[config.mk]
export PLATFORM = sky130hd
export DESIGN_NAME = cricket_score_keeper_flat
export DESIGN_NICKNAME = d
export VERILOG_FILES = /design/src/rtl/cricket_score_keeper_if.sv /design/src/rtl/cricket_score_keeper.sv /design/src/flat_wrapper.sv
export SDC_FILE = /design/constraint.sdc
export NUM_CORES = 1
export LEC_CHECK = 0
export ABC_AREA = 0
export CORE_AREA = 2 2 72 74
export CTS_CLUSTER_DIAMETER = 100
export CTS_CLUSTER_SIZE = 12
export DETAILED_ROUTE_END_ITERATION = 8
export DIE_AREA = 0 0 74 76
export GPL_TIMING_DRIVEN = 0
export PLACE_DENSITY = 0.71
export SLEW_MARGIN = 20
export SYNTH_ARGS = -nofsm -noshare
export SYNTH_HDL_FRONTEND = slang
export SYNTH_SLANG_ARGS = --single-unit
[constraint.sdc]
create_clock -name clk -period 5.8 [get_ports clk]
set_input_delay 0.87 -clock clk [delete_from_list [all_inputs] [get_ports clk]]
set_output_delay 0.87 -clock clk [all_outputs]
set_load 0.01 [all_outputs]
[src/rtl/cricket_score_keeper_if.sv]
// Delivery/score bus between the entry logic and the scorekeeper.
//   master: upstream button/entry logic (drives deliveries, reads score)
//   slave : the scorekeeper (consumes deliveries, drives score/match state)
// Signals:
//   ball_valid     one-cycle pulse, one delivery
//   ball_runs      runs on the delivery (0-6, 7 = illegal/discard)
//   ball_wicket    delivery took a wicket, sampled with ball_valid
//   next_inning    one-cycle pulse, start innings 2
//   binary_runs    batting side's runs
//   binary_wickets batting side's wickets
//   balls_bowled   legal balls this innings
//   inning_over    high during the innings break
//   game_over      high once the match is decided
//   winner         0 = team 1, 1 = team 2 (valid with game_over)
//   tie            scores level at the end of the match
interface cricket_score_keeper_if;
    logic       ball_valid;
    logic [2:0] ball_runs;
    logic       ball_wicket;
    logic       next_inning;
    logic [7:0] binary_runs;
    logic [3:0] binary_wickets;
    logic [7:0] balls_bowled;
    logic       inning_over;
    logic       game_over;
    logic       winner;
    logic       tie;

    modport master (
        output ball_valid, ball_runs, ball_wicket, next_inning,
        input  binary_runs, binary_wickets, balls_bowled,
               inning_over, game_over, winner, tie
    );

    modport slave (
        input  ball_valid, ball_runs, ball_wicket, next_inning,
        output binary_runs, binary_wickets, balls_bowled,
               inning_over, game_over, winner, tie
    );
endinterface

[src/rtl/cricket_score_keeper.sv]
// Two-innings limited-overs scorekeeper feeding the BCD display path.
// Accumulates runs/wickets/legal balls per delivery, sequences
// INN1 -> BREAK -> INN2 -> DONE and decides winner/tie.
// Ports:
//   clk   system clock
//   reset synchronous, active-high
//   sk    delivery/score bus (slave side), see cricket_score_keeper_if
// Parameters:
//   MAX_WICKETS wickets ending an innings (1-15)
//   MAX_BALLS   legal balls per innings (1-255)
// Every output is a register; a delivery sampled on an edge, including
// any state change it causes, is visible right after that edge.
module cricket_score_keeper #(
    parameter int MAX_WICKETS = 10,
    parameter int MAX_BALLS   = 12
) (
    input  logic                   clk,
    input  logic                   reset,
    cricket_score_keeper_if.slave  sk
);

    typedef enum logic [1:0] {INN1, BREAK, INN2, DONE} state_t;

    localparam logic [3:0] WKT_LIMIT  = 4'(MAX_WICKETS);
    localparam logic [7:0] BALL_LIMIT = 8'(MAX_BALLS);

    state_t     state, state_nxt;
    logic [7:0] runs, runs_nxt;
    logic [3:0] wkts, wkts_nxt;
    logic [7:0] balls, balls_nxt;
    logic [8:0] target, target_nxt;
    logic       inning_over, inning_over_nxt;
    logic       game_over, game_over_nxt;
    logic       winner, winner_nxt;
    logic       tie, tie_nxt;

    // Candidate figures if the current delivery is accepted.
    logic [8:0] runs_sum;
    logic [7:0] runs_acc;
    logic [3:0] wkts_acc;
    logic [7:0] balls_acc;
    logic       innings_end;
    logic       accept;

    always_comb begin
        runs_sum    = {1'b0, runs} + {6'b0, sk.ball_runs};
        // Runs saturate at 255 rather than wrapping.
        runs_acc    = runs_sum[8] ? 8'hFF : runs_sum[7:0];
        wkts_acc    = wkts + {3'b0, sk.ball_wicket};
        balls_acc   = balls + 8'd1;
        innings_end = (wkts_acc == WKT_LIMIT) || (balls_acc == BALL_LIMIT);
        // ball_runs = 7 is a bad entry: drop the whole delivery.
        accept      = sk.ball_valid && (sk.ball_runs != 3'd7);
    end

    always_comb begin
        state_nxt       = state;
        runs_nxt        = runs;
        wkts_nxt        = wkts;
        balls_nxt       = balls;
        target_nxt      = target;
        inning_over_nxt = inning_over;
        game_over_nxt   = game_over;
        winner_nxt      = winner;
        tie_nxt         = tie;

        case (state)
            INN1: begin
                if (accept) begin
                    runs_nxt  = runs_acc;
                    wkts_nxt  = wkts_acc;
                    balls_nxt = balls_acc;
                    if (innings_end) begin
                        // 9-bit so a 255 first innings chases 256.
                        target_nxt      = {1'b0, runs_acc} + 9'd1;
                        state_nxt       = BREAK;
                        inning_over_nxt = 1'b1;
                    end
                end
            end
            BREAK: begin
                // Team 1 figures stay on display until the chase starts.
                if (sk.next_inning) begin
                    runs_nxt        = '0;
                    wkts_nxt        = '0;
                    balls_nxt       = '0;
                    state_nxt       = INN2;
                    inning_over_nxt = 1'b0;
                end
            end
            INN2: begin
                if (accept) begin
                    runs_nxt  = runs_acc;
                    wkts_nxt  = wkts_acc;
                    balls_nxt = balls_acc;
                    // Reaching the target wins even on the last wicket/ball.
                    if ({1'b0, runs_acc} >= target) begin
                        state_nxt     = DONE;
                        game_over_nxt = 1'b1;
                        winner_nxt    = 1'b1;
                        tie_nxt       = 1'b0;
                    end else if (innings_end) begin
                        state_nxt     = DONE;
                        game_over_nxt = 1'b1;
                        winner_nxt    = 1'b0;
                        tie_nxt       = ({1'b0, runs_acc} == (target - 9'd1));
                    end
                end
            end
            DONE: begin
                // Terminal until reset.
            end
            default: begin
                state_nxt = INN1;
            end
        endcase
    end

    always_ff @(posedge clk) begin
        if (reset) begin
            state       <= INN1;
            runs        <= '0;
            wkts        <= '0;
            balls       <= '0;
            target      <= '0;
            inning_over <= 1'b0;
            game_over   <= 1'b0;
            winner      <= 1'b0;
            tie         <= 1'b0;
        end else begin
            state       <= state_nxt;
            runs        <= runs_nxt;
            wkts        <= wkts_nxt;
            balls       <= balls_nxt;
            target      <= target_nxt;
            inning_over <= inning_over_nxt;
            game_over   <= game_over_nxt;
            winner      <= winner_nxt;
            tie         <= tie_nxt;
        end
    end

    assign sk.binary_runs    = runs;
    assign sk.binary_wickets = wkts;
    assign sk.balls_bowled   = balls;
    assign sk.inning_over    = inning_over;
    assign sk.game_over      = game_over;
    assign sk.winner         = winner;
    assign sk.tie            = tie;

endmodule

[src/flat_wrapper.sv]
// flat-port wrapper written by rule: the top's interface ports become plain ports
module cricket_score_keeper_flat 
#(
    parameter int MAX_WICKETS = 10,
    parameter int MAX_BALLS   = 12
)
  (clk, reset, sk_ball_valid, sk_ball_runs, sk_ball_wicket, sk_next_inning, sk_binary_runs, sk_binary_wickets, sk_balls_bowled, sk_inning_over, sk_game_over, sk_winner, sk_tie);
  cricket_score_keeper_if sk_i ();
  input  logic clk;
  input  logic reset;
  input wire logic [$bits(sk_i.ball_valid)-1:0] sk_ball_valid;
  input wire logic [$bits(sk_i.ball_runs)-1:0] sk_ball_runs;
  input wire logic [$bits(sk_i.ball_wicket)-1:0] sk_ball_wicket;
  input wire logic [$bits(sk_i.next_inning)-1:0] sk_next_inning;
  output wire logic [$bits(sk_i.binary_runs)-1:0] sk_binary_runs;
  output wire logic [$bits(sk_i.binary_wickets)-1:0] sk_binary_wickets;
  output wire logic [$bits(sk_i.balls_bowled)-1:0] sk_balls_bowled;
  output wire logic [$bits(sk_i.inning_over)-1:0] sk_inning_over;
  output wire logic [$bits(sk_i.game_over)-1:0] sk_game_over;
  output wire logic [$bits(sk_i.winner)-1:0] sk_winner;
  output wire logic [$bits(sk_i.tie)-1:0] sk_tie;
  assign sk_i.ball_valid = sk_ball_valid;
  assign sk_i.ball_runs = sk_ball_runs;
  assign sk_i.ball_wicket = sk_ball_wicket;
  assign sk_i.next_inning = sk_next_inning;
  assign sk_binary_runs = sk_i.binary_runs;
  assign sk_binary_wickets = sk_i.binary_wickets;
  assign sk_balls_bowled = sk_i.balls_bowled;
  assign sk_inning_over = sk_i.inning_over;
  assign sk_game_over = sk_i.game_over;
  assign sk_winner = sk_i.winner;
  assign sk_tie = sk_i.tie;
  cricket_score_keeper #(.MAX_WICKETS(MAX_WICKETS), .MAX_BALLS(MAX_BALLS)) u_core (.clk(clk), .reset(reset), .sk(sk_i));
endmodule
==> Word level (Yosys, flattened, before mapping) <==
Cells that the tools add are included.
{ "totals": {"regBits": 35, "inputBits": 8, "output_inout_bits": 24, "elab_cells": 65} }
{ "op_classes": {"addsub": 5, "order_cmp": 1, "eq_ne": 12, "mux": 25, "reduce_logical": 13} }
{ "ops": {"columns": ["cell", "n"], "rows": [
  ["$mux W8", 4],
  ["$pmux W8 S2", 2],
  ["$mux W2", 6],
  ["$add A8 B1 Y9 const B", 1],
  ["$add A8 B3 Y9", 1],
  ["$eq A8 B9 Y1", 1],
  ["$ge A8 B9 Y1", 1],
  ["$reduce_and A3 Y1", 3],
  ["$sub A9 B1 Y9 const B", 1],
  ["$add A8 B1 Y8 const B", 1],
  ["$eq A8 B4 Y1 const B", 1],
  ["$mux W1", 8],
  ["$mux W4", 2],
  ["$ne A2 B1 Y1 const B", 4],
  ["$pmux W4 S2", 1],
  ["$pmux W2 S3", 1],
  ["$reduce_and A6 Y1", 1],
  ["$reduce_bool A2 Y1", 3],
  ["$add A4 B1 Y4", 1],
  ["$eq A4 B4 Y1 const B", 1],
  ["$reduce_and A4 Y1", 1],
  ["$ne A3 B1 Y1 const B", 1],
  ["$ne A3 B3 Y1 const B", 1],
  ["$reduce_bool A3 Y1", 1],
  ["other kinds (8)", 8]
]} }

==> Longest topological paths before layout <==
{ "logic_depth": {"depth_word": 7, "depth_mapped": 14, "ltp_nobuf": 14} }

==> Worst setup path after synthesis <==
Ideal clock, no wire load.
{ "synth_path": {"path_type": "input port to flip-flop", "startpoint": "input port sk_ball_runs[0]", "endpoint": "register u_core.state[0]", "setup_time_ps": 121, "arrival_time_ps": 3852, "required_ps": 5679, "path_slack_ps": 1827, "path_stages": 14, "path_buffers": 0, "cell_sequence": "ha_1 fa_1 a21oi_1 nand2b_1 nor2_1 mux2_2 ha_1 a21o_1 a21oi_1 o22ai_1 a21oi_1 nor3_1 o31a_1 mux2_2"} }
{ "synth_via": {"elab_chain_len": 6, "elab_cells_between_ends": 12, "classes_between": "1 x add/sub; 1 x order compare; 4 x eq/ne; 4 x mux; 2 x reduce/logical"} }
{ "synth_rtl": {"columns": ["item", "line_no", "rtl"], "rows": [
  ["start, declared", "flat_wrapper.sv:12", "input wire logic [$bits(sk_i.ball_runs)-1:0] sk_ball_runs;"],
  ["$add A8 B3 Y9", "cricket_score_keeper.sv:46", "runs_sum = {1'b0, runs} + {6'b0, sk.ball_runs};"],
  ["$mux W8", "cricket_score_keeper.sv:48", "runs_acc = runs_sum[8] ? 8'hFF : runs_sum[7:0];"],
  ["$ge A8 B9 Y1", "cricket_score_keeper.sv:97", "if ({1'b0, runs_acc} >= target) begin"],
  ["$mux W2", "cricket_score_keeper.sv:97", null],
  ["$mux W2", "cricket_score_keeper.sv:92", "if (accept) begin"],
  ["$pmux W2 S3", "cricket_score_keeper.sv:67", "case (state)"],
  ["end signal, assigned", "cricket_score_keeper.sv:131", "state <= state_nxt;"],
  ["end, declared", "cricket_score_keeper.sv:27", "state_t state, state_nxt;"]
]} }
Several ways; a longest one is shown, not always the timed one. The select of a mux whose other input is x is not followed.
A chain may end at the register's enable or synchronous reset.

==> Worst setup path in the final report <==
Ends and elaborated chain as after synthesis.

==> reports/results.tsv <==
stage	metric	value	unit
worst_hold_path	min-delay-start	u_core.sk.game_over	
yosys	seq_area_frac_synth	29.55	%
clock_tree	cts_hold_buf	0	
yosys	async_flop_share	0	%
worst_setup_path	worstPathBufferInverterCount	1	
floorplanning	dieArea	5624	µm²
clock_tree	htreeDepth	2	
clock_tree	post_cts_resized	0	
worst_setup_path	cpLargestDelayFamily	compound AO/OA/AOI/OAI gates	
routing	dr.pass1.iters	4	
clock_tree	clk_latency	300	ps
worst_setup_path	required	5990	ps
worst_setup_path	slowest_delay	440	ps
cells_and_area	n_antenna_cell	0	
sta	slew_headroom	59.96	%
worst_setup_path	path_cells	clkdlybuf4s50_1 > ha_1 > fa_1 > a21oi_1 > nand2b_1 > nor2_1 > mux2_2 > ha_1 > a21o_1 > a21oi_1 > o22ai_1 > a21oi_1 > nor3_1 > o31a_1 > mux2_2	
routing	drc	0	
floorplanning	die_w	74	µm
routing	post_drt_wl_per_cell	14.18	µm
sta	tns	0	ps
worst_hold_path	whs_endpoint	u_core.sk.game_over	
yosys	yosys.cell_types.count	52	
yosys	synth_cells	291	
sta	final.setup.worst_slack	1259	ps
global_route	grt_max_degree	12	
sta	clock-skew-final	15.60	ps
floorplanning	initial_core_util	48.27	%
worst_setup_path	cp_common_cell	a21oi_1	
worst_setup_path	rr_worst_depth	14	
cells_and_area	drive_gt1_share	7.879	%
routing	ant_nets	0	
worst_setup_path	cp.arrival	4730	ps
sta	period_minus_slack	4541	ps
worst_setup_path	critPathKind	in -> reg	
sta	finalHoldViolations	0	
place	io_buffers	31	
clock_tree	cts.sinks	35	
routing	wl	5671	µm
yosys	synth_nets	321	
sta	slew_viol_final	0	
yosys	ys_warn_count	0	
clock_tree	root_buffer	clkbuf_8	
cells_and_area	nNetsFinal	359	
sta	rsz0062_at_grt	no	
yosys	ys_ff_latch	35	
sta	finalSetupViolations	0	
status	status	finished clean	
worst_setup_path	start_kind	input port	
worst_setup_path	reg2reg_from	u_core.sk.binary_runs[0]	
power_and_ir_drop	power.density	301.9	nW/µm²
worst_setup_path	r2r_end	u_core.state[0]	
worst_setup_path	endpoint_kind	flop	
worst_hold_path	hold_depth	2	
floorplanning	core	4912	µm²
cells_and_area	fin_cells	400	
clock_tree	cts_buffers	5	
yosys	synth_edf_count	0	
clock_tree	post_cts_buffers	0	
floorplanning	die-height	76	µm
power_and_ir_drop	peakVddDrop	0.1334	mV
power_and_ir_drop	p_leak	1.103	nW
yosys	syn_area	2371	µm²
place	pre_cts_ws	984.1	ps
routing	dr_total_vias	2188	
global_route	grt_overflow_total	0	
place	gp_congestion	0.8568	
floorplanning	rows	26	
clock_tree	cts_tree	yes	
yosys	syn_area_per_cell	8.148	µm²
clock_tree	clk_pin_slew	70	ps
flow_run	drv_cap	0	
global_route	antenna_found_initial	0	
routing	avgViaCountPerCell	5.470	
clock_tree	cts_buffer_depth	2	
routing	drtIter0Drc	144	
worst_setup_path	ff2ff_setup_slack	1920	ps
sta	fin_crit_sh	78.30	%
cells_and_area	nFillCells	468	
global_route	grt_pass1_wl	9315	µm
worst_hold_path	hp-class	reg -> reg	
yosys	ys.flop_type	dfxtp_1	
cells_and_area	syn_to_final_growth	20.37	%
place	hpwl	4231	µm
sta	worstMarginPinSlew	600.7	ps
floorplanning	pin_count	32	
place	placed_cells	392	
worst_setup_path	critPathMaxFanout	6	
worst_setup_path	critPathSlowestCell	clkdlybuf4s50_1	
global_route	track_usage	20.98	%
cells_and_area	utilization	58.10	%
sta	max_freq	0.2202	GHz
global_route	grt_pass1_vias	2003	
## flip-flops by register name (all words and copies together) (netlist names)
name,cells
u_core.sk.balls_bowled,8
u_core.sk.game_over,1
u_core.sk.binary_wickets,4
u_core.state,2
u_core.sk.inning_over,1
u_core.sk.binary_runs,8
u_core.target,9
u_core.sk.winner,1
u_core.sk.tie,1
## synthesized netlist by cell type (2+ instances only)
cell,n,area [µm²]
nand2_1,14,52.55
nor2_1,42,157.7
a21oi_1,19,95.09
nor4_1,3,18.77
and3_1,5,31.28
ha_1,21,262.8
o21a_1,2,15.01
a311oi_1,2,17.52
xnor2_1,16,140.1
o21ai_2,2,17.52
mux2i_1,2,20.02
nand3_1,7,35.03
a21o_1,4,30.03
inv_1,19,71.32
nor2b_1,2,12.51
nor3_1,9,45.04
a22oi_1,11,82.58
nand4_1,2,12.51
o21ai_1,2,10.01
nand2b_1,5,31.28
or4_1,2,15.01
o21ai_0,14,70.07
xor2_1,4,35.03
nand3b_1,2,15.01
clkbuf_1,6,22.52
mux2_2,3,33.78
dfxtp_1,35,700.7
a211oi_1,4,30.03
or2_2,3,18.77
nor3b_1,7,52.55
## cell type report
class	instances	area, µm²	area share (%)
inverter	19	71.32	2.499
clock inverter	2	12.51	0.4384
buffer	8	38.79	1.359
tap	70	87.58	3.069
sequential	35	700.7	24.55
clock buffer	6	72.57	2.543
multi-input combinational	229	1560	54.67
timing repair buffer	31	310.3	10.87
## through the flow
step                power [mW]  hold WS [ps]  cell area, µm²
floorplan               0.5666         462.4            2371
CTS                     0.8608         498.6            2854
detailed placement      0.6807         467.9            2769
finish                  0.8615         483.0            2854
global route            0.9209         509.6            2854
global placement        0.6747         466.1            2769
## cells in the final DEF, fill, tap and decap left out, drive strengths merged, types with 7 or more instances in the layout
| cell type | instances |
|---|---|
| a21oi | 19 |
| a22oi | 11 |
| clkbuf | 12 |
| clkdlybuf4s50 | 31 |
| dfxtp | 35 |
| ha | 21 |
| inv | 19 |
| nand2 | 16 |
| nand3 | 7 |
| nor2 | 43 |
| nor3 | 10 |
| nor3b | 7 |
| o21ai | 18 |
| xnor2 | 16 |
## logic make-up after synthesis
family,share of synthesized area (%)
AND/OR/NAND/NOR,26.02
AO/OA/AOI/OAI,18.21
flip-flops,29.55
buffers and inverters,4.644
adder cells (fa/ha/maj),11.93
XOR/XNOR,7.388
multiplexers,2.269
## where the power goes
part	internal, mW	leakage, nW	switching [mW]
clock network	0.0840	0.0412	0.0939
registers	0.262	0.283	0.0241
logic	0.164	0.778	0.233
total	0.510	1.10	0.351
## how the worst max path moves through the flow
stage	endpoint	from	depth (start not counted)
global placement	u_core.state[0]	sk_ball_runs[0]	15
CTS	u_core.state[0]	sk_ball_runs[0]	15
global route	u_core.state[0]	sk_ball_runs[0]	15
floorplan	u_core.state[0]	sk_ball_runs[0]	14
detailed placement	u_core.state[0]	sk_ball_runs[0]	15
finish	u_core.state[0]	sk_ball_runs[0]	15
## routing by layer
| metal | vias up | global-route usage [%] | wire length (µm) |
|---|---|---|---|
| met1 | 1034 | 30.07 | 2841 |
| met2 | 44 | 31.25 | 2507 |
| met4 | 0 | 7.636 | 135 |
| met3 | 12 | 3.704 | 186 |
| li1 | 1098 | - | - |
| met5 | - | 0 | 0 |
## worst register-to-register path: stages, from the launching register on
cell and delay [ps]:
dfxtp_1 340, ha_1 230, fa_1 410, a21oi_1 380
nand2b_1 280, nor2_1 80, mux2_2 350, ha_1 320
a21o_1 160, a21oi_1 170, o22ai_1 90, a21oi_1 320
nor3_1 90, o31a_1 290, mux2_2 280
No activity file was read; power rests on OpenSTA's default activity.
